$ cat config.mk
export PLATFORM = sky130hd
export DESIGN_NAME = sram_i_fetch
export DESIGN_NICKNAME = d
export VERILOG_FILES = /design/src/rtl/sram_i_fetch.sv
export SDC_FILE = /design/constraint.sdc
export NUM_CORES = 1
export LEC_CHECK = 0
export CORE_MARGIN = 4
export CORE_UTILIZATION = 57
export CTS_CLUSTER_SIZE = 8
export DETAILED_ROUTE_END_ITERATION = 8
export PLACE_DENSITY = 0.91
export SYNTH_ARGS = -nofsm -noshare
export SYNTH_HDL_FRONTEND = slang
export SYNTH_SLANG_ARGS = --single-unit
$ cat constraint.sdc
create_clock -name clk -period 21.8 [get_ports clk]
set_clock_uncertainty 0.05 [all_clocks]
set_input_delay 2.18 -clock clk [delete_from_list [all_inputs] [get_ports clk]]
set_output_delay 2.18 -clock clk [all_outputs]
set_load 0.01 [all_outputs]
$ cat src/rtl/sram_i_fetch.sv
// sram_i_fetch: read-side sequencer for the input feature SRAM.
// Sweeps the map (optional zero border) and streams tagged words.
//
// Ports:
//   clk, rst          clock, async active-high reset
//   start             sweep request (honoured only when idle)
//   busy, done        sweep in progress / one-cycle completion pulse
//   sram_addr/we/dout SRAM read port (1-cycle registered read)
//   pix_*             valid/ready output stream with row/col/last tags
module sram_i_fetch #(
  parameter int MAP_W        = 56,
  parameter int MAP_H        = 56,
  parameter int BIT_PER_WORD = 145,
  parameter int ADDR_W       = 12,
  parameter int PAD          = 1
) (
  input  logic                    clk,
  input  logic                    rst,
  input  logic                    start,
  output logic                    busy,
  output logic                    done,
  output logic [ADDR_W-1:0]       sram_addr,
  output logic                    sram_we,
  input  logic [BIT_PER_WORD-1:0] sram_dout,
  output logic [BIT_PER_WORD-1:0] pix_data,
  output logic [7:0]              pix_row,
  output logic [7:0]              pix_col,
  output logic                    pix_last,
  output logic                    pix_valid,
  input  logic                    pix_ready
);

  localparam int OH = MAP_H + 2 * PAD;
  localparam int OW = MAP_W + 2 * PAD;
  localparam logic [7:0] ROW_LAST = 8'(OH - 1);
  localparam logic [7:0] COL_LAST = 8'(OW - 1);
  localparam logic [7:0] PAD8 = 8'(PAD);
  localparam logic [7:0] H8   = 8'(MAP_H);
  localparam logic [7:0] W8   = 8'(MAP_W);

  localparam logic [1:0] S_IDLE  = 2'd0;
  localparam logic [1:0] S_RUN   = 2'd1;
  localparam logic [1:0] S_DRAIN = 2'd2;
  localparam logic [1:0] S_DONE  = 2'd3;

  logic [1:0]        r_state;
  logic [7:0]        r_row;
  logic [7:0]        r_col;
  logic [ADDR_W-1:0] r_ia;
  logic [ADDR_W-1:0] r_hold;

  logic              r_inf;
  logic              r_inf_pad;
  logic [7:0]        r_inf_row;
  logic [7:0]        r_inf_col;
  logic              r_inf_last;

  logic [BIT_PER_WORD-1:0] r_fd [2];
  logic [7:0]              r_fr [2];
  logic [7:0]              r_fc [2];
  logic                    r_fl [2];
  logic                    r_wp;
  logic                    r_rp;
  logic [1:0]              r_cnt;

  logic [7:0]              w_row_off;
  logic [7:0]              w_col_off;
  logic                    w_int;
  logic                    w_last_pos;
  logic                    w_credit;
  logic                    w_issue;
  logic [BIT_PER_WORD-1:0] w_in_data;
  logic                    w_valid;
  logic                    w_pop;
  logic                    w_push;
  logic                    w_xfer;
  logic [BIT_PER_WORD-1:0] w_h_data;
  logic [7:0]              w_h_row;
  logic [7:0]              w_h_col;
  logic                    w_h_last;

  // Unsigned wrap makes positions above the top/left border fail the
  // range test as well, so one compare per axis covers both sides.
  assign w_row_off  = r_row - PAD8;
  assign w_col_off  = r_col - PAD8;
  assign w_int      = (w_row_off < H8) && (w_col_off < W8);
  assign w_last_pos = (r_row == ROW_LAST) && (r_col == COL_LAST);

  // Credit uses only registered state, keeping pix_ready off the
  // address path.
  assign w_credit = ({1'b0, r_cnt} + {2'b00, r_inf}) < 3'd2;
  assign w_issue  = (r_state == S_RUN) && w_credit;

  assign sram_addr = (w_issue && w_int) ? r_ia : r_hold;
  assign sram_we   = 1'b0;
  assign busy      = (r_state != S_IDLE);
  assign done      = (r_state == S_DONE);

  // The in-flight word falls through when the FIFO is empty, so a beat
  // is visible in the cycle its SRAM data returns.
  assign w_in_data = r_inf_pad ? '0 : sram_dout;
  assign w_valid   = (r_cnt != 2'd0) || r_inf;
  assign w_pop     = (r_cnt != 2'd0) && pix_ready;
  assign w_push    = r_inf && !((r_cnt == 2'd0) && pix_ready);
  assign w_xfer    = w_valid && pix_ready;

  always_comb begin
    w_h_data = '0;
    w_h_row  = '0;
    w_h_col  = '0;
    w_h_last = 1'b0;
    if (r_cnt != 2'd0) begin
      w_h_data = r_fd[r_rp];
      w_h_row  = r_fr[r_rp];
      w_h_col  = r_fc[r_rp];
      w_h_last = r_fl[r_rp];
    end else if (r_inf) begin
      w_h_data = w_in_data;
      w_h_row  = r_inf_row;
      w_h_col  = r_inf_col;
      w_h_last = r_inf_last;
    end
  end

  assign pix_valid = w_valid;
  assign pix_data  = w_h_data;
  assign pix_row   = w_h_row;
  assign pix_col   = w_h_col;
  assign pix_last  = w_h_last;

  always_ff @(posedge clk or posedge rst) begin
    if (rst) begin
      r_state <= S_IDLE;
      r_row   <= '0;
      r_col   <= '0;
      r_ia    <= '0;
      r_hold  <= '0;
    end else begin
      case (r_state)
        S_IDLE: if (start) r_state <= S_RUN;
        S_RUN: if (w_issue && w_last_pos) r_state <= S_DRAIN;
        S_DRAIN: if (w_xfer && w_h_last) r_state <= S_DONE;
        default: begin
          r_state <= S_IDLE;
          r_row   <= '0;
          r_col   <= '0;
          r_ia    <= '0;
          r_hold  <= '0;
        end
      endcase
      if (w_issue) begin
        if (r_col == COL_LAST) begin
          r_col <= '0;
          r_row <= (r_row == ROW_LAST) ? 8'd0 : r_row + 8'd1;
        end else begin
          r_col <= r_col + 8'd1;
        end
        if (w_int) begin
          r_ia   <= r_ia + ADDR_W'(1);
          r_hold <= r_ia;
        end
      end
    end
  end

  always_ff @(posedge clk or posedge rst) begin
    if (rst) begin
      r_inf      <= 1'b0;
      r_inf_pad  <= 1'b0;
      r_inf_row  <= '0;
      r_inf_col  <= '0;
      r_inf_last <= 1'b0;
      r_wp       <= 1'b0;
      r_rp       <= 1'b0;
      r_cnt      <= '0;
    end else begin
      r_inf <= w_issue;
      if (w_issue) begin
        r_inf_pad  <= !w_int;
        r_inf_row  <= r_row;
        r_inf_col  <= r_col;
        r_inf_last <= w_last_pos;
      end
      if (w_push) r_wp <= !r_wp;
      if (w_pop)  r_rp <= !r_rp;
      case ({w_push, w_pop})
        2'b10:   r_cnt <= r_cnt + 2'd1;
        2'b01:   r_cnt <= r_cnt - 2'd1;
        default: r_cnt <= r_cnt;
      endcase
    end
  end

  always_ff @(posedge clk) begin
    if (w_push) begin
      r_fd[r_wp] <= w_in_data;
      r_fr[r_wp] <= r_inf_row;
      r_fc[r_wp] <= r_inf_col;
      r_fl[r_wp] <= r_inf_last;
    end
  end

endmodule

==> run summary <==
The count of cells along the worst hold path came out at 0. The number of port buffers is 325. Yosys mapped a number of flops with a built-in enable equal to about 320. The first-pass GRT wire length is 68000 um.

The min-delay analysis places its worst path in the category reg2reg. Once the clock tree was built, the resizer swapped 0 gates to a different size. The capture instance of the worst register-to-register path is r_fd[0][25].

The areal power density over the cells came out at ~130 mW/mm2. A synthesized cell averages about 13 um2. The slew at the pin closest to its max-slew limit is 1.22 ns. The number of max-cap violations is 0. The register area share after synthesis is approximately 64%.

The data required time at the worst endpoint came out at between 15 and 20 ns. The leakage power is approximately 8.2 nW. The worst setup slack for register-to-register paths came out at 17.33 ns.

Setup violations remaining at the end of the flow were counted as 0. For this run, design rule violations remaining after detail routing come to 0. In this run, the number of DRC markers left after iteration 0 of detailed routing was ~1200. In this run the worst path has a maximum fanout of 98. The area of the core is 0.0307 mm2. In this run the tightest slew margin relative to its limit is ~19%. The tightest hold margin came out at approximately 0.44 ns. The clock period minus final worst setup slack is roughly 6.6 ns. The sequential share of power is between 30% and 40%. The run finished with clean final reports. The H-tree was split into 2 levels. The HPWL after detailed placement is 26600 um. The finished cells cover ~0.023 mm2.

The least setup slack across all paths after layout is about 15 ns. Once layout is complete, the utilization of the core stands at roughly 74%. After synthesis the cells add up to ~0.018 mm2.

The clock net sink count came out at around 390. Of all cell types, the one taking the most synthesized area is sky130_fd_sc_hd__edfxtp_1. The commonest cells after synthesis are sky130_fd_sc_hd__edfxtp_1 (324), sky130_fd_sc_hd__o21ai_0 (184), sky130_fd_sc_hd__nand3_1 (168). The overall die area came out at around 0.034 mm2.

The share of the synthesized area in the top cell type came out at a little over half. The worst setup path is launched from a flop. The routed wire length came out at between 40000 and 50000 um. Yosys printed 0 warnings.

After synthesis, the cell types taking the most area are sky130_fd_sc_hd__edfxtp_1 (55%), sky130_fd_sc_hd__mux2i_1 (9.2%), sky130_fd_sc_hd__dfrtp_1 (9.2%). The number of storage elements in the synthesis netlist came out at 389. After the flow finishes, the layout carries non-filler instances totaling 2105.

In the synthesized netlist the dominant register cell turns out to be sky130_fd_sc_hd__edfxtp_1. Derived from the worst setup path, the maximum achievable clock frequency is about 150 MHz. The post-placement worst setup slack is between 15 and 20 ns. The clock network is responsible for between 20% and 30% of the overall power. The hold-critical path endpoint is r_fc[0][7]. The number of buffers inserted during clock tree synthesis came out at 54. The die extent in x came out at around 180 um. The clock tree from TritonCTS is yes.

The total power draw is 3.05 mW. The post-detailed-route count of antenna-violating nets came out at 0. The post-detailed-route via-to-cell ratio came out at 5.93. The post-place instance area came out at between 0.02 and 0.025 mm2.

The final setup TNS came out at 0 ns. The share of synthesized flip-flops with an asynchronous set or reset came out at between 10% and 20%. The logic depth of the worst register-to-register path is 4. The routed layout has roughly 12000 vias.

The total overflow reported by the global router is 0. The number of global-route vias before repair came to ~13000. For this run, the total global-route usage over all layers was measured as between 20% and 30%. The hold buffer count at CTS came out at 0. Clock-pin slew was measured on the worst setup and hold paths at 0.05 ns.

The worst setup path is captured at an output port. The internal power of the cells totals 2.02 mW. Counting distinct cell types in the post-synthesis netlist gives 60. In this run the most critical hold path is launched from r_inf_col[7].

The net switching fraction of the power came out at 33.8%. The weighted congestion at the end of routability-driven global placement is 0.819. The cell with the most instances after synthesis is sky130_fd_sc_hd__edfxtp_1. The later-pin clock latency in the skew report came out at approximately 0.53 ns. The final-stage net count is roughly 1800. The initial antenna violation count came out at 4.

The switching power of the nets is 1.03 mW. Setup repair after global routing left no endpoint under its margin. The die is roughly 180 um tall. The count of placed standard cells including taps is 2025.

VDD sags by at most slightly below 0.1 mV. The gate count after technology mapping is 1400. The number of max-slew violations in the final report came out at 0.

The worst register-to-register path begins at r_inf. The maximum number of buffers from clock root to sink is 3. The final-layout fill cell count is approximately 1900. The layout overhead on the synthesized area is 27.6%. The classification of the worst setup path is reg2out.

Entering global routing, the biggest net connects around 130 pins. The combinational cell fraction of total power is a little under two fifths. The tree is rooted in a sky130_fd_sc_hd__clkbuf_16. The hold violation total from the final report came out at 0. The iteration count of the initial detailed-routing pass is 5. The final period utilization came out at a little under a third. Data arrives at the worst endpoint at between 4 and 5 ns. Synthesis produced a netlist with a net count of between 1500 and 2000.

The average wire per cell in the routed design came out at 21.1 um. For this configuration, the core starts out at a cell density of 57.8%. The fraction of final layout cells with drive strength greater than 1 came out at under 10%. The number of setup buffers added after CTS is 0. For this design the top-level I/O count stands at about 330. The number of cell rows came out at 64.
-- layer usage --
metal  GRT usage [%]  wire (um)  share of wire [%]
met1            31.6      17300                 39
met5               0         13              0.029
met3            4.42       2800                6.3
met2            43.7      22800                 51
met4            8.96       1520                3.4
-- state kept, by name (all words and copies together) (netlist names), 2 cells and up --
register and flops:
r_fr 16, r_inf_row 8, r_inf_col 8, r_fc 16
r_hold 12, r_fl 2, r_col 8, r_cnt 2
r_ia 12, r_state 2, r_fd 290, r_row 8
-- how the worst max path moves through the flow --
stage                          to  cells past startpoint  slack, ns           start
CTS                  sram_addr[9]                      6      15.22           r_inf
detailed placement  pix_data[114]                      5      15.75  sram_dout[114]
finish               sram_addr[9]                      6      15.21           r_inf
global placement      pix_data[1]                      5      15.76    sram_dout[1]
floorplan              r_fc[0][0]                      3      11.99       pix_ready
global route         sram_addr[9]                      6      14.93           r_inf
-- placed cells by master (no fill, tap or decap), drive strengths merged, types with 2 or more instances in the layout --
cell	Yosys	layout
a2111oi	5	5
a211oi	3	3
a21o	8	8
a21oi	4	4
a221o	4	4
a22o	17	17
and2	2	2
and3	10	10
and4	2	2
buf	13	12
clkbuf	95	76
clkdlybuf4s50	0	325
dfrtp	65	65
diode	0	3
edfxtp	324	324
ha	12	12
inv	13	14
mux2	16	16
mux2i	163	163
nand2	61	61
nand2b	4	4
nand3	168	168
nand4	3	3
nand4b	2	2
nor2	21	21
nor2b	150	150
nor3	8	8
nor4	7	7
o211ai	3	3
o21ai	185	185
o31ai	3	3
or3	3	3
or4b	3	3
xnor2	5	5
xor2	4	4
-- power by group through the flow --
stage | sequential (mW) | clock, mW | combinational [mW]
finish | 1.16 | 0.741 | 1.15
global route | 1.18 | 0.787 | 1.23
CTS | 1.16 | 0.752 | 1.16
detailed placement | 1.18 | 0 | 1.15
global placement | 1.16 | 0 | 1.13
floorplan | 1.14 | 0 | 0.637
-- worst max-delay path, cell delays in order (launching register included) --
cell and delay, ns:
sky130_fd_sc_hd__dfrtp_4 0.88, sky130_fd_sc_hd__nand2_1 0.31, sky130_fd_sc_hd__o211ai_1 0.12, sky130_fd_sc_hd__nand4b_1 0.50, sky130_fd_sc_hd__nor3_4 1.09, sky130_fd_sc_hd__mux2_2 0.43
sky130_fd_sc_hd__clkdlybuf4s50_1 0.49
-- cell type report --
type / count / area, um2 / share of cell area, %
Antenna cell: 3 / 7.51 / 0.0332
Clock buffer: 76 / 1470 / 6.47
Clock inverter: 1 / 8.76 / 0.0387
Inverter: 13 / 48.8 / 0.216
Multi-Input combinational cell: 890 / 5910 / 26.1
Sequential cell: 389 / 11400 / 50.2
Tap cell: 396 / 495 / 2.19
Timing Repair Buffer: 337 / 3340 / 14.8
-- cells by family (layout without fill, tap and decap cells) --
logic type / after synthesis / count (layout) / synth area share [%]
fa+ha+maj: 12 / 12 / 0.846
other cells: 1 / 4 / 0.0211
mux: 179 / 179 / 10.2
compound gates: 238 / 238 / 7.77
xor+xnor: 9 / 9 / 0.444
flops: 389 / 389 / 64.0
buf+inv: 121 / 427 / 2.85
simple gates: 451 / 451 / 13.8
(Power assumes the default switching activity.)
==> RTL change (config.mk and constraints unchanged) <==
Make the reset (`rst`) synchronous in 2 clocked blocks. Comments in the files are not updated.
--- a/src/rtl/sram_i_fetch.sv
+++ b/src/rtl/sram_i_fetch.sv
@@ -128,7 +128,7 @@
   assign pix_col   = w_h_col;
   assign pix_last  = w_h_last;
 
-  always_ff @(posedge clk or posedge rst) begin
+  always_ff @(posedge clk) begin
     if (rst) begin
       r_state <= S_IDLE;
       r_row   <= '0;
@@ -163,7 +163,7 @@
     end
   end
 
-  always_ff @(posedge clk or posedge rst) begin
+  always_ff @(posedge clk) begin
     if (rst) begin
       r_inf      <= 1'b0;
       r_inf_pad  <= 1'b0;
Formal check against the unedited RTL: differs if rst is asserted again (counterexample within 4 cycles, from zero or initial values and one cycle with rst high); with rst held inactive, the same outputs for 10 cycles.
==> RTL change against the unedited design <==
- sequential cell count up 1
- routed wire length fell by 1.0%
- power fell by 17%
- worst setup slack improved by 0.15 ns
- combinational power down 27%
- die area up 0.36%
- area after synthesis grew 0.38%
- design area is 0.13% higher
- largest power group unchanged
==> RTL change: results <==
export IMPL_met3_usage=0.0387
export IMPL_cts_root_buf="clkbuf_16"
export IMPL_m1WireLength_um=17400
export IMPL_cp_slowest_cell="nor2_1"
export IMPL_yosys_top_cells_count="324 x edfxtp_1, 186 x o21ai_0, 183 x nand3_1"
export IMPL_gp_congestion=0.851
export IMPL_max_stage_delay_ns=0.69
export IMPL_critPathMaxFanout=88
export IMPL_run_status="completed"
export IMPL_r2r_setup_slack_ns=18.12
export IMPL_grt_antenna_before_repair=4
export IMPL_worstPathArrival_ns=4.20
export IMPL_crit_path_end="sram_addr[2]"
export IMPL_ys_seq_area_frac=0.621
export IMPL_ctsResizeCount=0
export IMPL_synth_cell_types=62
export IMPL_clk_latency_ns=0.54
export IMPL_crit_family="simple AND/OR/NAND/NOR gates"
export IMPL_ctsLongestPathBuffers=3
export IMPL_grtUsageMet1=0.325
export IMPL_leakage_nw=7.19
export IMPL_cts_htree_levels=2
export IMPL_largestRegisters="r_fd: 290 flops, r_fc: 16 flops, r_fr: 16 flops"
export IMPL_ir_drop_uv=79.5
export IMPL_hpwl_um=27000
export IMPL_wl_met2_um=22100
export IMPL_yosys_top_cells_area="edfxtp_1 55%, mux2i_1 9.1%, dfxtp_1 7.4%"
export IMPL_reg2reg_from="r_inf"
export IMPL_ys_async_sr_fraction=0
export IMPL_use_met2=0.417
export IMPL_hold_class="flop to flop"
export IMPL_io_buffer_count=325
export IMPL_reg2reg_to="r_ia[4]"
export IMPL_synth_nets=1636
export IMPL_grtUsageTotal=0.247
export IMPL_drt_iter0_drc=1077
export IMPL_yosys_warnings=0
export IMPL_grt_max_degree=163
export IMPL_synth_edff_count=324
export IMPL_num_vias=12793
export IMPL_dr_pass1_iters=5
export IMPL_worst_r2r_cell_count=6
export IMPL_top_layer="met5"
export IMPL_path_clk_slew_ns=0.05
export IMPL_worstSetupStartpointType="flop"
export IMPL_post_cts_buffers=0
export IMPL_nNetsFinal=1911
export IMPL_wl_per_cell_um=20.2
export IMPL_layout_drive_gt1_share=0.0576
export IMPL_slew_headroom=0.221
export IMPL_synth_main_ff_cell="edfxtp_1"
export IMPL_numCtsBuffers=54
export IMPL_met3WireLength_um=2740
export IMPL_grt_pass1_wl_um=68300
[RTL change: cell families (layout without fill, tap and decap cells)]
family	count (synthesis)	in the layout	share of synthesized area
flip-flops	390	390	0.621
adder cells (fa/ha/maj)	12	12	0.00843
AND/OR/NAND/NOR	495	495	0.151
multiplexers	162	162	0.0911
AO/OA/AOI/OAI	271	271	0.0911
XOR/XNOR	7	7	0.00344
buffers and inverters	137	434	0.0338
other	1	4	0.000211
[RTL change: worst min path at each step]
stage,startpoint,endpoint,cells past startpoint
2_1_floorplan,r_inf_col[0],r_fc[0][0],0
3_3_place_gp,r_inf_col[0],r_fc[0][0],0
3_5_place_dp,r_inf_col[6],r_fc[0][6],0
4_1_cts,r_inf_col[7],r_fc[1][7],0
5_1_grt,r_inf_row[4],r_fr[0][4],0
6_report,r_inf_col[6],r_inf_col[6],2
[RTL change: through the flow]
| stage | std cells | instance area (µm²) | setup WS, ns | hold slack, ns |
|---|---|---|---|---|
| after CTS | 2168 | 22700 | 15.38 | 0.429 |
| final | 2171 | 22700 | 15.37 | 0.429 |
| after detailed placement | 2090 | 21100 | 15.74 | 0.417 |
| after global routing | 2171 | 22700 | 15.09 | 0.442 |
| after global placement | 2090 | 21100 | 15.83 | 0.402 |
| after floorplan | 1475 | 17800 | 11.99 | 0.397 |
[RTL change: power by group]
part	switching, mW	internal (mW)	total (mW)
logic	0.472	0.369	0.842
clock network	0.283	0.469	0.752
registers	0.0554	0.892	0.948
[RTL change: layout make-up]
class / instances / area, µm²
Sequential cell: 390 / 11100
Antenna cell: 3 / 7.51
Inverter: 20 / 75.1
Clock buffer: 78 / 1520
Tap cell: 396 / 495
Timing Repair Buffer: 336 / 3340
Multi-Input combinational cell: 948 / 6170
Fill cell: 1932 / 8000
